[src/rtl/alu_sequencer.sv]
// Instruction sequencer for the 16-bit ALU datapath. It decodes LOAD/EXEC/MOVE/SYS
// words and drives one-cycle commit controls. It also counts retired instructions and flags illegal ones.
`timescale 1ns/1ps
module alu_sequencer (
  input  logic        clk,
  input  logic        reset,
  input  logic        instr_valid,
  input  logic [15:0] instr,
  output logic        instr_ready,
  output logic [7:0]  mem_addr,
  output logic        mem_rd,
  input  logic        mem_valid,
  output logic        ack,
  output logic [3:0]  op_code_alu,
  output logic        aregread,
  output logic        cregread,
  output logic        aregwrite,
  output logic        bregwrite,
  output logic        cregwrite,
  output logic        aoutregread,
  output logic        boutregread,
  output logic        coutregread,
  output logic [1:0]  outregwrite,
  output logic        busy,
  output logic        halted,
  output logic        err,
  output logic [15:0] retired
);

  localparam int unsigned IW  = 16;
  localparam int unsigned AW  = 8;
  localparam int unsigned CNW = 16;

  localparam logic [1:0] CLS_LOAD = 2'b00;
  localparam logic [1:0] CLS_EXEC = 2'b01;
  localparam logic [1:0] CLS_MOVE = 2'b10;
  localparam logic [1:0] CLS_SYS  = 2'b11;

  typedef enum logic [2:0] {
    S_IDLE,
    S_DECODE,
    S_MEM_WAIT,
    S_COMMIT,
    S_HALTED
  } state_e;

  typedef struct packed {
    logic       aregread;
    logic       cregread;
    logic       aregwrite;
    logic       bregwrite;
    logic       cregwrite;
    logic       aoutregread;
    logic       boutregread;
    logic       coutregread;
    logic [1:0] outregwrite;
    logic [3:0] op;
  } ctl_t;

  state_e          state_q;
  logic [IW-1:0]   instr_q;
  ctl_t            ctl_q;
  ctl_t            ctl_d;
  logic            dec_illegal;
  logic            ack_q;
  logic            mem_rd_q;
  logic [AW-1:0]   mem_addr_q;
  logic            ready_q;
  logic            busy_q;
  logic            halted_q;
  logic            err_q;
  logic [CNW-1:0]  retired_q;

  logic [1:0] cls;
  logic [1:0] dst;
  logic [1:0] src;
  logic [1:0] ysel;
  logic [1:0] ex_dst;

  assign cls    = instr_q[15:14];
  assign dst    = instr_q[13:12];
  assign src    = instr_q[11:10];
  assign ysel   = instr_q[8:7];
  assign ex_dst = instr_q[6:5];

  // Decode the captured word into the control set presented during COMMIT.
  always_comb begin
    ctl_d       = '0;
    dec_illegal = 1'b0;
    case (cls)
      CLS_LOAD: begin
        dec_illegal     = (dst == 2'b00);
        ctl_d.aregwrite = (dst == 2'b01);
        ctl_d.bregwrite = (dst == 2'b10);
        ctl_d.cregwrite = (dst == 2'b11);
      end
      CLS_EXEC: begin
        dec_illegal       = (ex_dst == 2'b00);
        ctl_d.aregread    = instr_q[9];
        ctl_d.cregread    = (ysel == 2'b00);
        ctl_d.aoutregread = (ysel == 2'b01);
        ctl_d.boutregread = (ysel == 2'b10);
        ctl_d.coutregread = (ysel == 2'b11);
        ctl_d.outregwrite = ex_dst;
        ctl_d.op          = instr_q[13:10];
      end
      CLS_MOVE: begin
        // The datapath has no Cout -> A path.
        dec_illegal       = (dst == 2'b00) || (src == 2'b00) ||
                            ((dst == 2'b01) && (src == 2'b11));
        ctl_d.aregwrite   = (dst == 2'b01);
        ctl_d.bregwrite   = (dst == 2'b10);
        ctl_d.cregwrite   = (dst == 2'b11);
        ctl_d.aoutregread = (src == 2'b01);
        ctl_d.boutregread = (src == 2'b10);
        ctl_d.coutregread = (src == 2'b11);
      end
      default: begin
      end
    endcase
  end

  // Sequencer FSM; every output is registered alongside the state it belongs to.
  always_ff @(posedge clk) begin
    if (reset) begin
      state_q    <= S_IDLE;
      instr_q    <= '0;
      ctl_q      <= '0;
      ack_q      <= 1'b0;
      mem_rd_q   <= 1'b0;
      mem_addr_q <= '0;
      ready_q    <= 1'b1;
      busy_q     <= 1'b0;
      halted_q   <= 1'b0;
      err_q      <= 1'b0;
      retired_q  <= '0;
    end else begin
      case (state_q)
        S_IDLE: begin
          if (instr_valid) begin
            instr_q <= instr;
            state_q <= S_DECODE;
            ready_q <= 1'b0;
            busy_q  <= 1'b1;
          end
        end
        S_DECODE: begin
          if (dec_illegal) begin
            err_q   <= 1'b1;
            state_q <= S_IDLE;
            ready_q <= 1'b1;
            busy_q  <= 1'b0;
          end else if (cls == CLS_SYS) begin
            retired_q <= retired_q + CNW'(1);
            busy_q    <= 1'b0;
            if (instr_q[13]) begin
              state_q  <= S_HALTED;
              halted_q <= 1'b1;
            end else begin
              state_q <= S_IDLE;
              ready_q <= 1'b1;
            end
          end else if (cls == CLS_LOAD) begin
            state_q    <= S_MEM_WAIT;
            mem_rd_q   <= 1'b1;
            mem_addr_q <= instr_q[7:0];
          end else begin
            state_q   <= S_COMMIT;
            ctl_q     <= ctl_d;
            ack_q     <= 1'b1;
            retired_q <= retired_q + CNW'(1);
          end
        end
        S_MEM_WAIT: begin
          if (mem_valid) begin
            state_q   <= S_COMMIT;
            ctl_q     <= ctl_d;
            ack_q     <= 1'b1;
            retired_q <= retired_q + CNW'(1);
          end
        end
        S_COMMIT: begin
          state_q    <= S_IDLE;
          ctl_q      <= '0;
          ack_q      <= 1'b0;
          mem_rd_q   <= 1'b0;
          mem_addr_q <= '0;
          ready_q    <= 1'b1;
          busy_q     <= 1'b0;
        end
        S_HALTED: begin
        end
        default: begin
          state_q    <= S_IDLE;
          ctl_q      <= '0;
          ack_q      <= 1'b0;
          mem_rd_q   <= 1'b0;
          mem_addr_q <= '0;
          ready_q    <= 1'b1;
          busy_q     <= 1'b0;
        end
      endcase
    end
  end

  assign instr_ready = ready_q;
  assign mem_addr    = mem_addr_q;
  assign mem_rd      = mem_rd_q;
  assign ack         = ack_q;
  assign op_code_alu = ctl_q.op;
  assign aregread    = ctl_q.aregread;
  assign cregread    = ctl_q.cregread;
  assign aregwrite   = ctl_q.aregwrite;
  assign bregwrite   = ctl_q.bregwrite;
  assign cregwrite   = ctl_q.cregwrite;
  assign aoutregread = ctl_q.aoutregread;
  assign boutregread = ctl_q.boutregread;
  assign coutregread = ctl_q.coutregread;
  assign outregwrite = ctl_q.outregwrite;
  assign busy        = busy_q;
  assign halted      = halted_q;
  assign err         = err_q;
  assign retired     = retired_q;

endmodule

[config.mk]
export PLATFORM = sky130hd
export DESIGN_NAME = alu_sequencer
export DESIGN_NICKNAME = d
export VERILOG_FILES = /design/src/rtl/alu_sequencer.sv
export SDC_FILE = /design/constraint.sdc
export NUM_CORES = 1
export LEC_CHECK = 0
export ABC_CLOCK_PERIOD_IN_PS = 2400
export CAP_MARGIN = 20
export CELL_PAD_IN_SITES_DETAIL_PLACEMENT = 0
export CELL_PAD_IN_SITES_GLOBAL_PLACEMENT = 1
export CORE_ASPECT_RATIO = 0.75
export CORE_MARGIN = 10
export CORE_UTILIZATION = 35
export CTS_CLUSTER_SIZE = 24
export DETAILED_ROUTE_END_ITERATION = 8
export DONT_BUFFER_PORTS = 1
export PLACE_DENSITY = 0.61
export SLEW_MARGIN = 30
export SYNTH_ARGS = -nofsm -noshare
export SYNTH_HDL_FRONTEND = slang
export SYNTH_SLANG_ARGS = --single-unit
[constraint.sdc]
create_clock -name clk -period 2.4 [get_ports clk]
set_clock_uncertainty 0.1 [all_clocks]
set_input_delay 0.48 -clock clk [delete_from_list [all_inputs] [get_ports clk]]
set_output_delay 0.48 -clock clk [all_outputs]
set_load 0.02 [all_outputs]
==> flow_summary.ini, run 1 <==
[run_status]
status = completed

[pwr]
power_density_nw_per_um2 = 682
p_total_w = 0.00225
p_leak_nw = 1.25
irDropWorstVdd_uv = 267

[grt]
grt_pass1_wl_mm = 12.6
antenna_found_initial = 0
grt_overflow = 0
grt_max_degree = 59
globalRouteTotalUtil = 0.131
grt_pass1_vias = 2364

[final_layout]
mostFrequentLayoutCell = dfxtp_1
layout_common_cells = dfxtp_1 (61), nand2_1 (46), a21oi_1 (34)
n_antenna_cell = 0
drive_above_1_share = 0.157
syn2layout_area_growth_pct = 17.0
nets = 372

[synthesis]
synth_top_cell_area_share = 0.448
ys_seq_elements = 63
ys_warn_count = 0
syn_inst = 331
synth.distinct_cells = 43
syn_area_per_cell_sq_um = 8.51
yosys_most_used_dff = dfxtp_1
synth_edf_count = 0
ys_seq_area_frac = 0.448
synth_nets = 357
synth_top_area_cell = dfxtp_1
synthArstFlopShare = 0
yosys-top-cells-area = dfxtp_1 (45%), a21oi_1 (6.9%), nand2_1 (6.1%)
syn_area_sq_um = 2820

[cts]
clk_latency_ns = 0.34
htree_levels = 3
root_buffer = clkbuf_8
hold_buffers = 0
cts_buffer_depth = 2
numCtsBuffers = 9
cts_num_sinks = 63
clk_pin_slew_worst_paths_ns = 0.07
cts_tree = done

[place]
dp_hpwl_mm = 5.45
place_ws_ns = 0.0101
io_buffer_count = 0
place.gp.congestion = 0.761

[detailed_routing]
wl_met2_mm = 3.29
dr_wl_met3_microns = 754
dr_total_vias = 2409
wire_per_inst_microns = 17.2
dr.pass1.iters = 4
wl_met1_mm = 3.68
routed_via_density = 5.28
top_layer = met4
drt_iter0_drc = 89
ant_nets = 0
route.detailed.drc = 0
routed_wl_mm = 7.82

[critical_path]
max_stage_delay_ns = 0.53
cp_top_family = simple AND/OR/NAND/NOR gates
critPathLaunchType = register
setup.worst_path.start = instr_q[15]
r2r_start = instr_q[15]
critPathSlowestCell = or4_1
worstPathArrival_ns = 2.50
crit_buf_inv = 1
cp.required_ns = 2.58
critical_path_class = register to register
endpoint_kind = register
crit_fanout = 8
crit_chain = inv_1, ha_2, or3b_4, a21o_1, o32a_4, or4_1, a21oi_2

[min_path]
min_from = reset
worstHoldPathType = primary input to register

[flow_run]
drv_cap = 0

[floorplanning]
core_area_sq_um = 7850
dieWidth_microns = 124
fp.dieArea_sq_um = 12100
fp.dieH_microns = 97.7
num_rows = 28
io_pins = 64
initial_core_util = 0.359

[sta]
slew_headroom = 0.584
clock.fmax_ghz = 0.430
finalHoldViolations = 0
period_share = 0.969
finalSetupViolCount = 0
rsz0062_at_grt = yes
fin_crit_ns = 2.33
tightest_slew_ns = 0.622
drv_slew = 0
setup_slack_ns = 0.0740
-- logic make-up after synthesis --
family,Yosys count,share of synthesized area
DFF,63,0.448
muxes,16,0.0573
adders and majority gates,6,0.0266
AOI/OAI and AO/OA,84,0.184
buffers and inverters,28,0.0386
and+or+nand+nor,133,0.242
xor gates and xnor gates,1,0.00311
-- per-layer routing --
layer  track usage  vias up
met5             0        -
met4        0.0429        0
met3        0.0697       10
met2         0.177       56
met1         0.172     1140
li1              -     1203
-- synth_stat cells, drive strengths merged (8+ instances only) --
cell type and n:
a21oi 39, a22o 9, clkbuf 16, dfxtp 63, inv 8, mux2i 15
nand2 46, nand2b 19, nand3 14, nor2 13, o21ai 13, or3 11
-- power breakdown --
part	leakage [nW]	switching (W)	total, W	internal [W]
Combinational	0.654	0.000167	0.000295	0.000128
Sequential	0.512	0.0000433	0.00112	0.00108
Clock	0.0853	0.000429	0.000830	0.000401
Total	1.25	0.000639	0.00225	0.00161
-- area by class of cell --
| class | count | area (sq um) |
|---|---|---|
| inverters | 8 | 30.0 |
| flip-flops and latches | 63 | 1260 |
| clock buffers | 11 | 141 |
| multi-input cells | 240 | 1510 |
| repair buffers | 24 | 191 |
| fillers | 831 | 4550 |
| well taps | 105 | 131 |
| clock inverters | 5 | 33.8 |
-- through the flow --
stage,TNS (ns),utilization,hold slack [ns],cells,area (sq um)
2_1_floorplan,0,-,0.335,331,2830
6_report,0,0.420,0.106,456,3300
3_3_place_gp,0,0.390,0.338,439,3060
4_1_cts,0,0.415,0.0905,455,3260
5_1_grt,-0.0226,0.420,0.0769,456,3300
3_5_place_dp,0,0.390,0.344,439,3060
-- timing repair --
item                                   in CTS  in global routing
pin swaps                                   1                  1
resized for setup                           4                  9
endpoints found under the hold margin       0                  0
setup buffers                               0                  1
setup endpoints to repair                   1                 22
-- sequential cells by signal (all words and copies together) (netlist names), 2 cells and up --
| register | count |
|---|---|
| instr_q | 16 |
| mem_addr | 8 |
| op_code_alu | 4 |
| outregwrite | 2 |
| retired | 16 |
| state_q | 3 |
-- path summary, 6_finish.rpt --
check	to	slack (ns)	cells after the start
max	retired[15]	0.07	7
min	busy	0.11	1
max reg2reg	retired[15]	0.07	7
min reg2reg	instr_q[2]	0.35	2
(Power assumes the default switching activity.)
==> run 2, diff against run 1 <==
GPL_ROUTABILITY_DRIVEN = 0   (was not set)
==> results of run 2 <==
Same layout as run 1: the final DEF is identical, and so are final timing and power.
